**src/rtl/VX_gpu_pkg.sv**
```systemverilog
// rtl/VX_gpu_pkg.sv - shared GPU types: CTA descriptor, dispatcher state, queue depth default
package VX_gpu_pkg;

  localparam int CTA_QUEUE_DEPTH = 2;

  typedef struct packed {
    logic [31:0] num_warps;
    logic [31:0] start_pc;
    logic [31:0] param;
    logic [31:0] cta_x;
    logic [31:0] cta_y;
    logic [31:0] cta_z;
    logic [31:0] cta_id;
  } cta_desc_t;

  typedef enum logic [1:0] {
    IDLE  = 2'd0,
    CHECK = 2'd1,
    SPAWN = 2'd2
  } cta_dispatch_state_t;

endpackage

```
**src/rtl/VX_fifo_queue.sv**
```systemverilog
// rtl/VX_fifo_queue.sv - synchronous FIFO; accepts a push while full if a pop frees the slot
module VX_fifo_queue #(
  parameter int DATAW = 32,
  parameter int DEPTH = 2
) (
  input  logic             clk,
  input  logic             reset,
  input  logic             push,
  input  logic             pop,
  input  logic [DATAW-1:0] data_in,
  output logic [DATAW-1:0] data_out,
  output logic             empty,
  output logic             full
);

  localparam int AW = $clog2(DEPTH);

  logic [DATAW-1:0] mem [DEPTH];
  logic [AW-1:0]    rd_ptr;
  logic [AW-1:0]    wr_ptr;
  logic [AW:0]      count;
  logic             do_push;
  logic             do_pop;

  assign empty    = (count == '0);
  assign full     = (count == (AW+1)'(DEPTH));
  assign do_pop   = pop && !empty;
  assign do_push  = push && (!full || do_pop);
  assign data_out = mem[rd_ptr];

  always_ff @(posedge clk) begin
    if (do_push) mem[wr_ptr] <= data_in;
  end

  always_ff @(posedge clk) begin
    if (!reset) begin
      rd_ptr <= '0;
      wr_ptr <= '0;
      count  <= '0;
    end else begin
      if (do_push) wr_ptr <= wr_ptr + 1'b1;
      if (do_pop)  rd_ptr <= rd_ptr + 1'b1;
      case ({do_push, do_pop})
        2'b10:   count <= count + 1'b1;
        2'b01:   count <= count - 1'b1;
        default: count <= count;
      endcase
    end
  end

endmodule

```
**src/rtl/vx_cta_dispatch.sv**
```systemverilog
// rtl/vx_cta_dispatch.sv - per-core CTA dispatcher: buffers descriptors, gang-allocates warp slots, spawns warps
// Optional perf counters (perf_ctas/perf_warps/perf_stall) enabled by VX_CTA_DISPATCH_PERF_EN
module vx_cta_dispatch
  import VX_gpu_pkg::*;
#(
  parameter int NUM_WARPS   = 4,
  parameter int NUM_THREADS = 4,
  parameter int QUEUE_DEPTH = CTA_QUEUE_DEPTH
) (
  input  logic                         clk,
  input  logic                         reset,
  input  logic                         req_valid,
  output logic                         req_ready,
  input  logic [31:0]                  req_num_warps,
  input  logic [31:0]                  req_start_pc,
  input  logic [31:0]                  req_param,
  input  logic [31:0]                  req_cta_x,
  input  logic [31:0]                  req_cta_y,
  input  logic [31:0]                  req_cta_z,
  input  logic [31:0]                  req_cta_id,
  output logic                         spawn_valid,
  input  logic                         spawn_ready,
  output logic [$clog2(NUM_WARPS)-1:0] spawn_wid,
  output logic [NUM_THREADS-1:0]       spawn_tmask,
  output logic [31:0]                  spawn_pc,
  output logic [31:0]                  spawn_param,
  output logic [31:0]                  spawn_cta_x,
  output logic [31:0]                  spawn_cta_y,
  output logic [31:0]                  spawn_cta_z,
  output logic [31:0]                  spawn_cta_id,
  output logic [31:0]                  spawn_lwid,
  input  logic                         done_valid,
  input  logic [$clog2(NUM_WARPS)-1:0] done_wid,
`ifdef VX_CTA_DISPATCH_PERF_EN
  output logic [31:0]                  perf_ctas,
  output logic [31:0]                  perf_warps,
  output logic [31:0]                  perf_stall,
`endif
  output logic                         busy,
  output logic                         cta_err
);

  localparam int LW = $clog2(NUM_WARPS);

  cta_desc_t           q_din;
  cta_desc_t           q_dout;
  cta_desc_t           desc_r;
  logic                q_empty;
  logic                q_full;
  logic                q_pop;
  logic                rdy_r;
  cta_dispatch_state_t state;

  logic [NUM_WARPS-1:0] free_r;
  logic [NUM_WARPS-1:0] free_n;
  logic [NUM_WARPS-1:0] free_after;
  logic [NUM_WARPS-1:0] done_mask;
  logic [NUM_WARPS-1:0] spawn_mask;
  logic [LW:0]          free_cnt;
  logic [LW-1:0]        lowest;
  logic [LW-1:0]        lowest_after;
  logic [LW:0]          nw;
  logic                 nw_zero;
  logic                 nw_big;
  logic                 fire;
  logic                 last_fire;

  assign q_din = '{num_warps: req_num_warps, start_pc: req_start_pc, param: req_param,
                   cta_x: req_cta_x, cta_y: req_cta_y, cta_z: req_cta_z, cta_id: req_cta_id};

  // ready is held low through reset and comes up the first cycle after it
  assign req_ready = rdy_r && !q_full;
  assign q_pop     = (state == IDLE) && !q_empty;

  VX_fifo_queue #(
    .DATAW ($bits(cta_desc_t)),
    .DEPTH (QUEUE_DEPTH)
  ) desc_queue (
    .clk      (clk),
    .reset    (reset),
    .push     (req_valid && req_ready),
    .pop      (q_pop),
    .data_in  (q_din),
    .data_out (q_dout),
    .empty    (q_empty),
    .full     (q_full)
  );

  assign nw        = desc_r.num_warps[LW:0];
  assign nw_zero   = (desc_r.num_warps == '0);
  assign nw_big    = (desc_r.num_warps > 32'(NUM_WARPS));
  assign fire      = spawn_valid && spawn_ready;
  assign last_fire = fire && (spawn_lwid[LW:0] == nw - 1'b1);

  always_comb begin
    done_mask  = '0;
    spawn_mask = '0;
    if (done_valid) done_mask[done_wid] = 1'b1;
    if (fire)       spawn_mask[spawn_wid] = 1'b1;
    free_after = free_r & ~spawn_mask;
    free_n     = (free_r | done_mask) & ~spawn_mask;
    free_cnt   = '0;
    for (int i = 0; i < NUM_WARPS; i++) free_cnt = free_cnt + (LW+1)'(free_r[i]);
    lowest       = '0;
    lowest_after = '0;
    for (int i = NUM_WARPS-1; i >= 0; i--) begin
      if (free_r[i])     lowest       = LW'(i);
      if (free_after[i]) lowest_after = LW'(i);
    end
  end

  always_ff @(posedge clk) begin
    if (!reset) begin
      state       <= IDLE;
      rdy_r       <= 1'b0;
      free_r      <= '1;
      desc_r      <= '0;
      spawn_valid <= 1'b0;
      spawn_wid   <= '0;
      spawn_lwid  <= '0;
      cta_err     <= 1'b0;
    end else begin
      rdy_r  <= 1'b1;
      free_r <= free_n;
      case (state)
        IDLE: begin
          if (!q_empty) begin
            desc_r <= q_dout;
            state  <= CHECK;
          end
        end
        CHECK: begin
          if (nw_zero) begin
            state <= IDLE;
          end else if (nw_big) begin
            cta_err <= 1'b1;
            state   <= IDLE;
          end else if (free_cnt >= nw) begin
            state       <= SPAWN;
            spawn_valid <= 1'b1;
            spawn_wid   <= lowest;
            spawn_lwid  <= '0;
          end
        end
        SPAWN: begin
          if (last_fire) begin
            spawn_valid <= 1'b0;
            state       <= IDLE;
          end else if (fire) begin
            spawn_lwid <= spawn_lwid + 1'b1;
            spawn_wid  <= lowest_after;
          end
        end
        default: state <= IDLE;
      endcase
    end
  end

  assign spawn_tmask  = '1;
  assign spawn_pc     = desc_r.start_pc;
  assign spawn_param  = desc_r.param;
  assign spawn_cta_x  = desc_r.cta_x;
  assign spawn_cta_y  = desc_r.cta_y;
  assign spawn_cta_z  = desc_r.cta_z;
  assign spawn_cta_id = desc_r.cta_id;
  assign busy         = !q_empty || (state != IDLE) || (free_r != {NUM_WARPS{1'b1}});

`ifdef VX_CTA_DISPATCH_PERF_EN
  always_ff @(posedge clk) begin
    if (!reset) begin
      perf_ctas  <= '0;
      perf_warps <= '0;
      perf_stall <= '0;
    end else begin
      if (fire)      perf_warps <= perf_warps + 1'b1;
      if (last_fire) perf_ctas  <= perf_ctas + 1'b1;
      if (state == CHECK && !nw_zero && !nw_big && free_cnt < nw) perf_stall <= perf_stall + 1'b1;
    end
  end
`endif

endmodule

```
**config.mk**
```make
export PLATFORM = sky130hd
export DESIGN_NAME = vx_cta_dispatch
export DESIGN_NICKNAME = d
export VERILOG_FILES = /design/src/rtl/VX_gpu_pkg.sv /design/src/rtl/VX_fifo_queue.sv /design/src/rtl/vx_cta_dispatch.sv
export SDC_FILE = /design/constraint.sdc
export NUM_CORES = 1
export LEC_CHECK = 0
export CAP_MARGIN = 40
export CORE_MARGIN = 4
export CORE_UTILIZATION = 56
export CTS_CLUSTER_SIZE = 12
export DETAILED_ROUTE_END_ITERATION = 7
export DONT_BUFFER_PORTS = 1
export HOLD_SLACK_MARGIN = 0.03
export PLACE_DENSITY = 0.67
export SKIP_CTS_REPAIR_TIMING = 1
export SYNTH_ARGS = -nofsm -noshare
export SYNTH_HDL_FRONTEND = slang
export SYNTH_SLANG_ARGS = --single-unit
```
**constraint.sdc**
```tcl
create_clock -name clk -period 15.2 [get_ports clk]
set_input_delay 0.76 -clock clk [delete_from_list [all_inputs] [get_ports clk]]
set_output_delay 0.76 -clock clk [all_outputs]
set_load 0.05 [all_outputs]
```
==> Yosys cells after proc, flatten, opt, wreduce, memory -nomap -nowiden <==
Memory sizes are Yosys's and may differ from the RTL's. A register that Yosys moved wholly into a read port is not among the register bits.
Cells that the tools add are included.
{ "word_totals": {"inputBits": 231, "wordCells": 114, "n_memories": 1, "ff_bits": 47, "ramBits": 448} }
{ "memory_table": {"columns": ["memory", "depth", "width", "rd", "rd_ports_with_merged_regs", "wr", "line", "text"], "rows": [
  ["desc_queue.mem", 2, 224, 1, 1, 1, "VX_fifo_queue.sv:18", "logic [DATAW-1:0] mem [DEPTH];"]
]} }
{ "op_classes": {"add_sub_neg": 9, "mux": 41, "bitwise": 6, "n_eq_ne": 15, "reduce_logical": 26, "order_cmp": 6} }
{ "op_table": {"columns": ["cell", "n"], "rows": [
  ["2-to-1 mux 32 bit", 5],
  ["one-hot mux 32 bit (2 select lines)", 1],
  ["2-to-1 mux 2 bit", 18],
  ["adder 32 x 1 -> 32 bit, second input constant", 1],
  ["greater-than comparator 32 x 3 -> 1 bit, second input constant", 1],
  ["zero test 32 bit", 1],
  ["!= test 2 bit, second input constant", 7],
  ["logical AND 1 bit", 9],
  ["2-to-1 mux 1 bit", 9],
  ["AND 4 bit", 2],
  ["2-to-1 mux 4 bit", 2],
  ["!= test 4 bit, second input constant", 2],
  ["one-hot mux 2 bit (2 select lines)", 2],
  ["== test 2 bit, second input constant", 3],
  ["< comparator 2 x 3 -> 1 bit, second input constant", 2],
  ["one-hot mux 2 bit (3 select lines)", 1],
  ["AND reduction 3 bit", 2],
  ["AND reduction 6 bit", 1],
  ["nonzero test 2 bit", 3],
  ["AND reduction 5 bit", 1],
  ["demux 1 bit (select 2 bit)", 2],
  ["== test 2 x 1 -> 1 bit, second input constant", 2],
  ["greater-or-equal comparator 2 x 1 -> 1 bit, second input constant", 2],
  ["zero test 2 bit", 2],
  ["other kinds (16)", 22]
]} }

==> Logic depth before layout (Yosys ltp) <==
Gate-level depths: netlist of the first run.
{ "depth": {"ltp_word": 14, "ltp_mapped": 11, "ltp_nobuf": 9} }

==> By module <==
From an unflattened synthesis of the first run, not the netlist that was laid out.
{ "unflattened": {"hier_cells": 2213, "hier_area_um2": 29324.4} }
{ "modules_own_cells": {"columns": ["mod", "area_each_um2", "seq_area_each_um2", "n_inst", "cells_each"], "rows": [
  ["VX_fifo_queue", 17061.4, 13553.0, 1, 727],
  ["vx_cta_dispatch", 12263.0, 5345.1, 1, 1486]
]} }

==> Least setup slack after synthesis of the first run <==
Ideal clock, no wire load.
{ "synth_timing": {"path_kind": "register -> register", "startpoint": "register desc_queue.count[0]", "endpoint": "memory desc_queue.mem[0][0] (netlist bit), enable pin", "required_ns": 14.386, "setup_slack_ns": 2.923, "path_buffers": 1, "stages_incl_launch_ff": 6, "t_arrival_ns": 11.463, "cell_sequence": "dfxtp_1 clkbuf_1 inv_1 a21boi_0 nand2_1 nor2_1"} }
{ "synth_rtl": {"columns": ["element", "line", "text"], "rows": [
  ["start: declaration", "VX_fifo_queue.sv:21", "logic [AW:0] count;"],
  ["start signal: assignment", "VX_fifo_queue.sv:44", "2'b10: count <= count + 1'b1;"],
  ["start signal: assignment", "VX_fifo_queue.sv:45", "2'b01: count <= count - 1'b1;"],
  ["start signal: assignment", "VX_fifo_queue.sv:46", "default: count <= count;"],
  ["== test 2 bit", "VX_fifo_queue.sv:26", "assign full = (count == (AW+1)'(DEPTH));"],
  ["zero test 1 bit", "vx_cta_dispatch.sv:72", "assign req_ready = rdy_r && !q_full;"],
  ["logical AND 1 bit", "vx_cta_dispatch.sv:72", null],
  ["named net req_ready", "vx_cta_dispatch.sv:13", "output logic req_ready,"],
  ["logical AND 1 bit", "vx_cta_dispatch.sv:81", ".push (req_valid && req_ready),"],
  ["logical AND 1 bit", "VX_fifo_queue.sv:28", "assign do_push = push && (!full || do_pop);"],
  ["2-to-1 mux 1 bit", "VX_fifo_queue.sv:32", "if (do_push) mem[wr_ptr] <= data_in;"],
  ["2-to-1 mux 1 bit (implied by the code)", "VX_fifo_queue.sv:32", null],
  ["end: declaration", "VX_fifo_queue.sv:18", null]
]} }
The timed path passes the listed nets, and every way through them passes these cells.

==> Final worst setup path of the first run <==
{ "layout_timing": {"startpoint": "register free_r[1]", "endpoint": "register spawn_lwid[20]"} }
{ "layout_via": {"elab_chain_cells": 6} }
{ "layout_rtl": {"columns": ["element", "line", "text"], "rows": [
  ["start: declaration", "vx_cta_dispatch.sv:54", "logic [NUM_WARPS-1:0] free_r;"],
  ["start signal: assignment", "vx_cta_dispatch.sv:124", "free_r <= free_n;"],
  ["adder 1 x 1 -> 2 bit", "vx_cta_dispatch.sv:103", "for (int i = 0; i < NUM_WARPS; i++) free_cnt = free_cnt + (LW+1)'(free_r[i]);"],
  ["adder 2 x 1 -> 3 bit", "vx_cta_dispatch.sv:103", null],
  ["adder 3 x 1 -> 3 bit", "vx_cta_dispatch.sv:103", null],
  ["greater-or-equal comparator 3 bit", "vx_cta_dispatch.sv:138", "end else if (free_cnt >= nw) begin"],
  ["!= test 2 bit (no line)", null, null],
  ["AND reduction 6 bit (no line)", null, null],
  ["end signal: assignment", "vx_cta_dispatch.sv:150", "spawn_lwid <= spawn_lwid + 1'b1;"],
  ["end: declaration", "vx_cta_dispatch.sv:31", "output logic [31:0] spawn_lwid,"]
]} }
Every way passes these cells.
A chain may end at the register's enable or synchronous reset.

==> metrics.md, run 1 <==
| Metric | Value |
|---|---|
| Area growth syn-to-layout | `5.27%` |
| Global-route wire length before repair | `84,500 um` |
| Crit-path max cell delay | `0.58 ns` |
| Clock transition at path regs | `0.06 ns` |
| Clk pwr share | `24.2%` |
| Worst Tran Pin Value | `1.17 ns` |
| Pwr dens | `236 nW/um^2` |
| CTS tree | `done` |
| Sink Count | `719` |
| Starting Density | `57.0%` |
| Internal Power | `4.01 mW` |
| Unrepaired setup endpoints after global routing | `false` |
| Vias in the first global route | `14.1k` |
| Share of layout cells above drive strength 1 | `6.93%` |
| RD Place Congestion | `0.823` |
| DR WL/cell | `22.4 um` |
| HP Class | `in -> reg` |
| Sequential element share of the synthesized area | `68.8%` |
| Fill cell count | `3,618` |
| Clk root buf | `clkbuf_16` |
| # setup viols final | `0` |
| Pins Over Slew Limit | `0` |
| Mean Syn Cell Area | `13.8 um^2` |
| Total GRT Usage | `20.5%` |
| Post-Syn Area | `27,500 um^2` |
| Crit end category | `flop` |
| Reg2reg start | `free_r[1]` |
| TritonCTS buffer count | `73` |
| Async S/R FF share, synth | `0%` |
| Crit Path Max Fanout | `59` |
| Drt pass-1 iters | `5` |
| Critical path required time | `15.72 ns` |
| Area contributors post-synth | `edfxtp_1 49%, dfxtp_1 20%, mux2i_1 8.2%, a211oi_1 6.1%, buf_4 5.4%` |
| Part of the power in registers | `55.5%` |
| Row count | `80` |
| WP data arrival | `3.89 ns` |
| IO Pins | `465` |
| Status | `completed` |
| Final setup margin | `11.83 ns` |
| Final Cycle Share | `22.2%` |
| Switch Pwr | `2.82 mW` |
| DR DRC count | `0` |
| Gate power share | `20.3%` |
| Clk Latency, worst-skew pair | `0.59 ns` |
| Yosys top cell by area | `edfxtp_1` |
| Maximum VDD drop | `0.272 mV` |
| Hold Path End | `rdy_r` |
| Clock Skews | `0.0165 ns` |
| Worst Setup Path Type | `reg -> reg` |
| Core area | `48,100 um^2` |
| Final count of hold timing violations | `0` |
| Via density | `5.78` |
| Hpwl dp | `35,800 um` |
| Synth Instances | `1,989` |
| Worst path most repeated cell | `ha_1` |
| Port Buffers | `0` |
| Ys flop type | `edfxtp_1` |
| Leak pwr | `9.27 nW` |
| Commonest non-fill, non-tap cells in the layout | `448 x edfxtp_1, 270 x dfxtp_1, 244 x nor2_1, 224 x mux2i_1, 224 x a211oi_1` |
| Largest net degree at the start of global routing | `228` |
| CTS max path bufs | `3` |
| YS warnings | `0` |
| Startpoint Class | `flop` |
| Setup Slack @ Placement | `11.90 ns` |
| Iter 0 DRT Violations | `939` |
| EDFF count, synth | `448` |
| RR Endpoint | `spawn_lwid[20]` |
| Final ANT Viol Nets | `0` |
| Sw Share | `41.3%` |
| Total grt overflow | `0` |
| Total power | `6.83 mW` |
| Total Routed Length | `55,700 um` |
| Hold path cells | `0` |
| Worst reg2reg setup slack | `11.83 ns` |
| CP max stage cell | `o21a_4` |
| Max Clk Rate | `297 MHz` |
| Final #Nets | `2,015` |
| Final setup TNS | `0 ns` |
| R2R depth | `10` |
| Critical-path cell list | `fa_1, ha_1, ha_1, ha_1, a21o_1, a31oi_1, o21a_4, o31ai_2, buf_4, a21oi_1` |
| Initial antenna violation count | `5` |
| Min-delay src | `reset` |
| Die W | `229 um` |
| Minimum clock period | `3.37 ns` |
| Synth Register Bits | `719` |
| Vias post-DR | `14.4k` |
| Distinct cells, synth | `64` |
| Commonest non-fill, non-tap cell in the layout | `edfxtp_1` |
| Slew margin rel. | `22.2%` |
| H-tree lvl count | `3` |
| Die height | `229 um` |
| Top cell type's share of synthesized area | `49.0%` |
| Maxcap violations | `0` |
| Die area | `52,600 um^2` |
metrics by stage:
stage,hold slack [ns],cell area (um^2),cells,utilization [%]
final,0.205,28900,2490,60.0
after global routing,0.158,28900,2490,60.0
after CTS,0.152,28900,2488,60.0
after detailed placement,0.492,26700,2354,55.4
after global placement,0.489,26500,2343,55.0
after floorplan,0.478,27500,1992,-
worst max path at each step:
stage | slack, ns | end | depth (start not counted) | from
after floorplan | 2.92 | desc_queue.mem[0][0] | 5 | desc_queue.count[0]
after global placement | 11.81 | desc_queue.mem[1][74] | 6 | desc_queue.count[0]
after detailed placement | 11.90 | spawn_lwid[22] | 10 | free_r[1]
after CTS | 11.84 | spawn_lwid[20] | 10 | free_r[1]
after global routing | 11.58 | spawn_lwid[20] | 10 | free_r[1]
final | 11.83 | spawn_lwid[20] | 10 | free_r[1]
cell families (layout without fill, tap and decap cells):
family                   count (synthesis)  count (layout)  share of synthesized area (%)
AND/OR/NAND/NOR                        371             371                           6.14
other                                    1               6                         0.0137
AO/OA/AOI/OAI                          325             325                           8.65
buffers and inverters                  331             171                           7.46
multiplexers                           224             224                           8.17
adder cells (fa/ha/maj)                 11              11                          0.529
flip-flops                             719             719                           68.8
XOR/XNOR                                 7               7                          0.283
layout make-up:
| cell class | instances | area, um^2 | share of cell area [%] |
|---|---|---|---|
| Timing Repair Buffer | 25 | 368 | 1.27 |
| Tap cell | 656 | 821 | 2.84 |
| Inverter | 12 | 52.6 | 0.182 |
| Antenna cell | 2 | 5.00 | 0.0173 |
| Sequential cell | 719 | 18900 | 65.3 |
| Clock inverter | 11 | 130 | 0.450 |
| Multi-Input combinational cell | 942 | 6560 | 22.7 |
| Clock buffer | 123 | 2090 | 7.22 |
sequential cells by signal, summed over array words and instances (netlist names), 4 cells and up:
name and flops:
spawn_cta_x 32, spawn_lwid 32, spawn_cta_id 32, desc_queue.mem 448, spawn_cta_z 32, free_r 4, desc_r 32, spawn_param 32
spawn_pc 32, spawn_cta_y 32
routing by layer:
layer  vias up  wire, um  GRT usage [%]
li1       6820         -              -
met1      7015     20800           23.8
met2       458     27300           34.0
met3       104      5960           9.67
met5         -        48              0
met4         6      1580           6.56
cell usage after synthesis (all sizes together) (3+ instances only):
library cell  number
edfxtp           448
dfxtp            271
nor2             245
buf              233
a211oi           224
mux2i            224
clkbuf            86
a21oi             32
o31ai             26
or4               23
nand3             22
nand4             16
o21ai             15
nand2             14
inv               12
and3              10
ha                10
nor4              10
nor3               9
a31oi              8
nand2b             4
nor2b              4
xnor2              4
and2               3
o311ai             3
or3                3
critical path, delay by kind of cell, from the launching register on:
| kind | cells | cell delay, ns |
|---|---|---|
| AO/OA/AOI/OAI | 5 | 1.37 |
| buffers and inverters | 1 | 0.25 |
| flip-flops | 1 | 0.48 |
| adder cells (fa/ha/maj) | 4 | 1.16 |
power groups by stage:
stage	clock, mW	sequential, mW	combinational, mW
finish	1.66	3.79	1.39
floorplan	0	2.73	2.52
global route	1.79	3.84	1.56
global placement	0	3.83	1.34
detailed placement	0	3.84	1.39
CTS	1.70	3.80	1.39
(Power assumes the default switching activity.)
==> run 2, diff against run 1 <==
clock period = 3.1 ns   (was 15.2 ns; I/O delays follow)
==> run 2 against run 1 <==
- clock skew is 0.0036 ns higher
- clock power rose to 5.0 times the previous value
- design area increased by 9.5%
- critical path depth fell by 1
- setup slack lost 12 ns
- combinational power grew to 5.4 times the previous value
- hold slack got worse by 0.17 ns
- sequential power rose to 4.9 times the previous value
- critical path type unchanged
==> metrics.md, run 2 (same netlist as run 1, synthesis figures left out) <==
| Metric | Value |
|---|---|
| H-tree lvl count | `3` |
| Clk Latency, worst-skew pair | `0.61 ns` |
| Minimum clock period | `2.95 ns` |
| IO Pins | `465` |
| Total GRT Usage | `21.0%` |
| Maximum VDD drop | `0.650 mV` |
| Slew margin rel. | `48.1%` |
| Wl on met1 | `23,000 um` |
| Pwr dens | `1080 nW/um^2` |
| Crit Path Max Fanout | `37` |
| Worst Tran Pin Value | `0.772 ns` |
| Starting Density | `57.0%` |
| Top reg by flops | `desc_queue.mem` |
| Clock Skews | `0.0200 ns` |
| Die area | `52,600 um^2` |
| Met3 wire len | `5220 um` |
| Status | `completed` |
| Top routing layer in use | `met5` |
| Area growth syn-to-layout | `15.3%` |
| HP Class | `in -> reg` |
| Commonest non-fill, non-tap cells in the layout | `448 x edfxtp_1, 269 x dfxtp_1, 244 x nor2_1, 234 x dlygate4sd3_1` |
| Final count of hold timing violations | `0` |
| Drt pass-1 iters | `5` |
| Worst Setup Path Type | `reg -> reg` |
| Final #Nets | `2,287` |
| Vias in the first global route | `14.4k` |
| TritonCTS buffer count | `74` |
| # setup viols final | `0` |
| Total grt overflow | `0` |
| WL met2 | `29,800 um` |
| Fill cell count | `3,314` |
| Share of layout cells above drive strength 1 | `8.40%` |
| Row count | `80` |
| Critical path required time | `3.63 ns` |
| Hold Slack | `0.0322 ns` |
| Setup Slack @ Placement | `0.107 ns` |
| Port Buffers | `0` |
| Via density | `5.66` |
| Startpoint Class | `flop` |
| Pins Over Slew Limit | `0` |
| DP Area | `27,000 um^2` |
| CTS max path bufs | `3` |
| Final ANT Viol Nets | `0` |
| Total Routed Length | `59,400 um` |
| Core area | `48,100 um^2` |
| Sink Count | `719` |
| Design area | `31,700 um^2` |
| Die height | `229 um` |
| Clk root buf | `clkbuf_16` |
| Vias post-DR | `15.7k` |
| Largest net degree at the start of global routing | `92` |
| CTS tree | `done` |
| Unrepaired setup endpoints after global routing | `false` |
| Final setup margin | `0.149 ns` |
| Total power | `34.3 mW` |
| Maxcap violations | `0` |
| RD Place Congestion | `0.805` |
| Leak pwr | `10.5 nW` |
| DR WL/cell | `21.4 um` |
| Commonest non-fill, non-tap cell in the layout | `edfxtp_1` |
| Final Cycle Share | `95.2%` |
| Global-route wire length before repair | `86,100 um` |
| Post-layout util | `65.8%` |
| Max FFs per register | `448` |
| Initial antenna violation count | `13` |
| Crit end category | `flop` |
| Die W | `229 um` |
| Hpwl dp | `37,700 um` |
| Iter 0 DRT Violations | `1,162` |
| DR DRC count | `0` |
| WP data arrival | `3.48 ns` |
| Max Clk Rate | `339 MHz` |
| Clock transition at path regs | `0.06 ns` |
## run 2: cell count changes in the layout (fill, tap and decap cells not counted), moves of 2 or more
cell	change
diode_2	+8
clkbuf_1	-5
clkinv_8	-2
buf_4	+32
clkinv_2	+4
buf_16	-7
buf_12	+15
inv_6	+2
dlygate4sd3_1	+234
clkbuf_8	+3
buf_2	-2
clkbuf_16	+2
## run 2: cell type report
cell class	count	area, um^2	area share (%)
inverter	12	55.1	0.174
clock buffer	123	2160	6.82
antenna	10	25.0	0.0790
clock inverter	15	114	0.360
tap	656	821	2.59
timing repair buffer	296	3030	9.58
multi-input combinational	942	6570	20.8
sequential	719	18900	59.6
## run 2: worst paths after layout
kind	startpoint	end	slack, ns	depth (start not counted)
hold reg to reg	desc_r[218]	desc_r[218]	0.50	2
setup reg to reg	free_r[3]	spawn_lwid[12]	0.15	9
setup / recovery	free_r[3]	spawn_lwid[12]	0.15	9
hold / removal	spawn_ready	spawn_valid	0.03	4
## run 2: layer usage
layer | global-route usage [%] | vias to the layer above
li1 | - | 7371
met1 | 24.0 | 7663
met2 | 35.2 | 534
met3 | 10.4 | 118
met4 | 5.71 | 8
met5 | 0 | -
## run 2: stage by stage
step                      setup TNS [ns]  cells
after detailed placement               0   2391
after CTS                              0   2529
final                                  0   2773
after floorplan                  -606.81   1992
after global placement                 0   2391
after global routing                   0   2772
## run 2: power breakdown
part / switching (mW) / internal, mW / total (mW)
clock: 3.53 / 4.78 / 8.31
sequential: 6.30 / 12.3 / 18.6
combinational: 4.42 / 3.02 / 7.44
total: 14.2 / 20.1 / 34.3
## run 2: critical path: stages (launching register included)
cell and delay (ns):
dfxtp_2 0.38, fa_1 0.44, ha_1 0.20, ha_1 0.28
ha_1 0.28, a31oi_1 0.12, o21a_4 0.29, buf_12 0.18
or4_1 0.52, a21oi_1 0.19
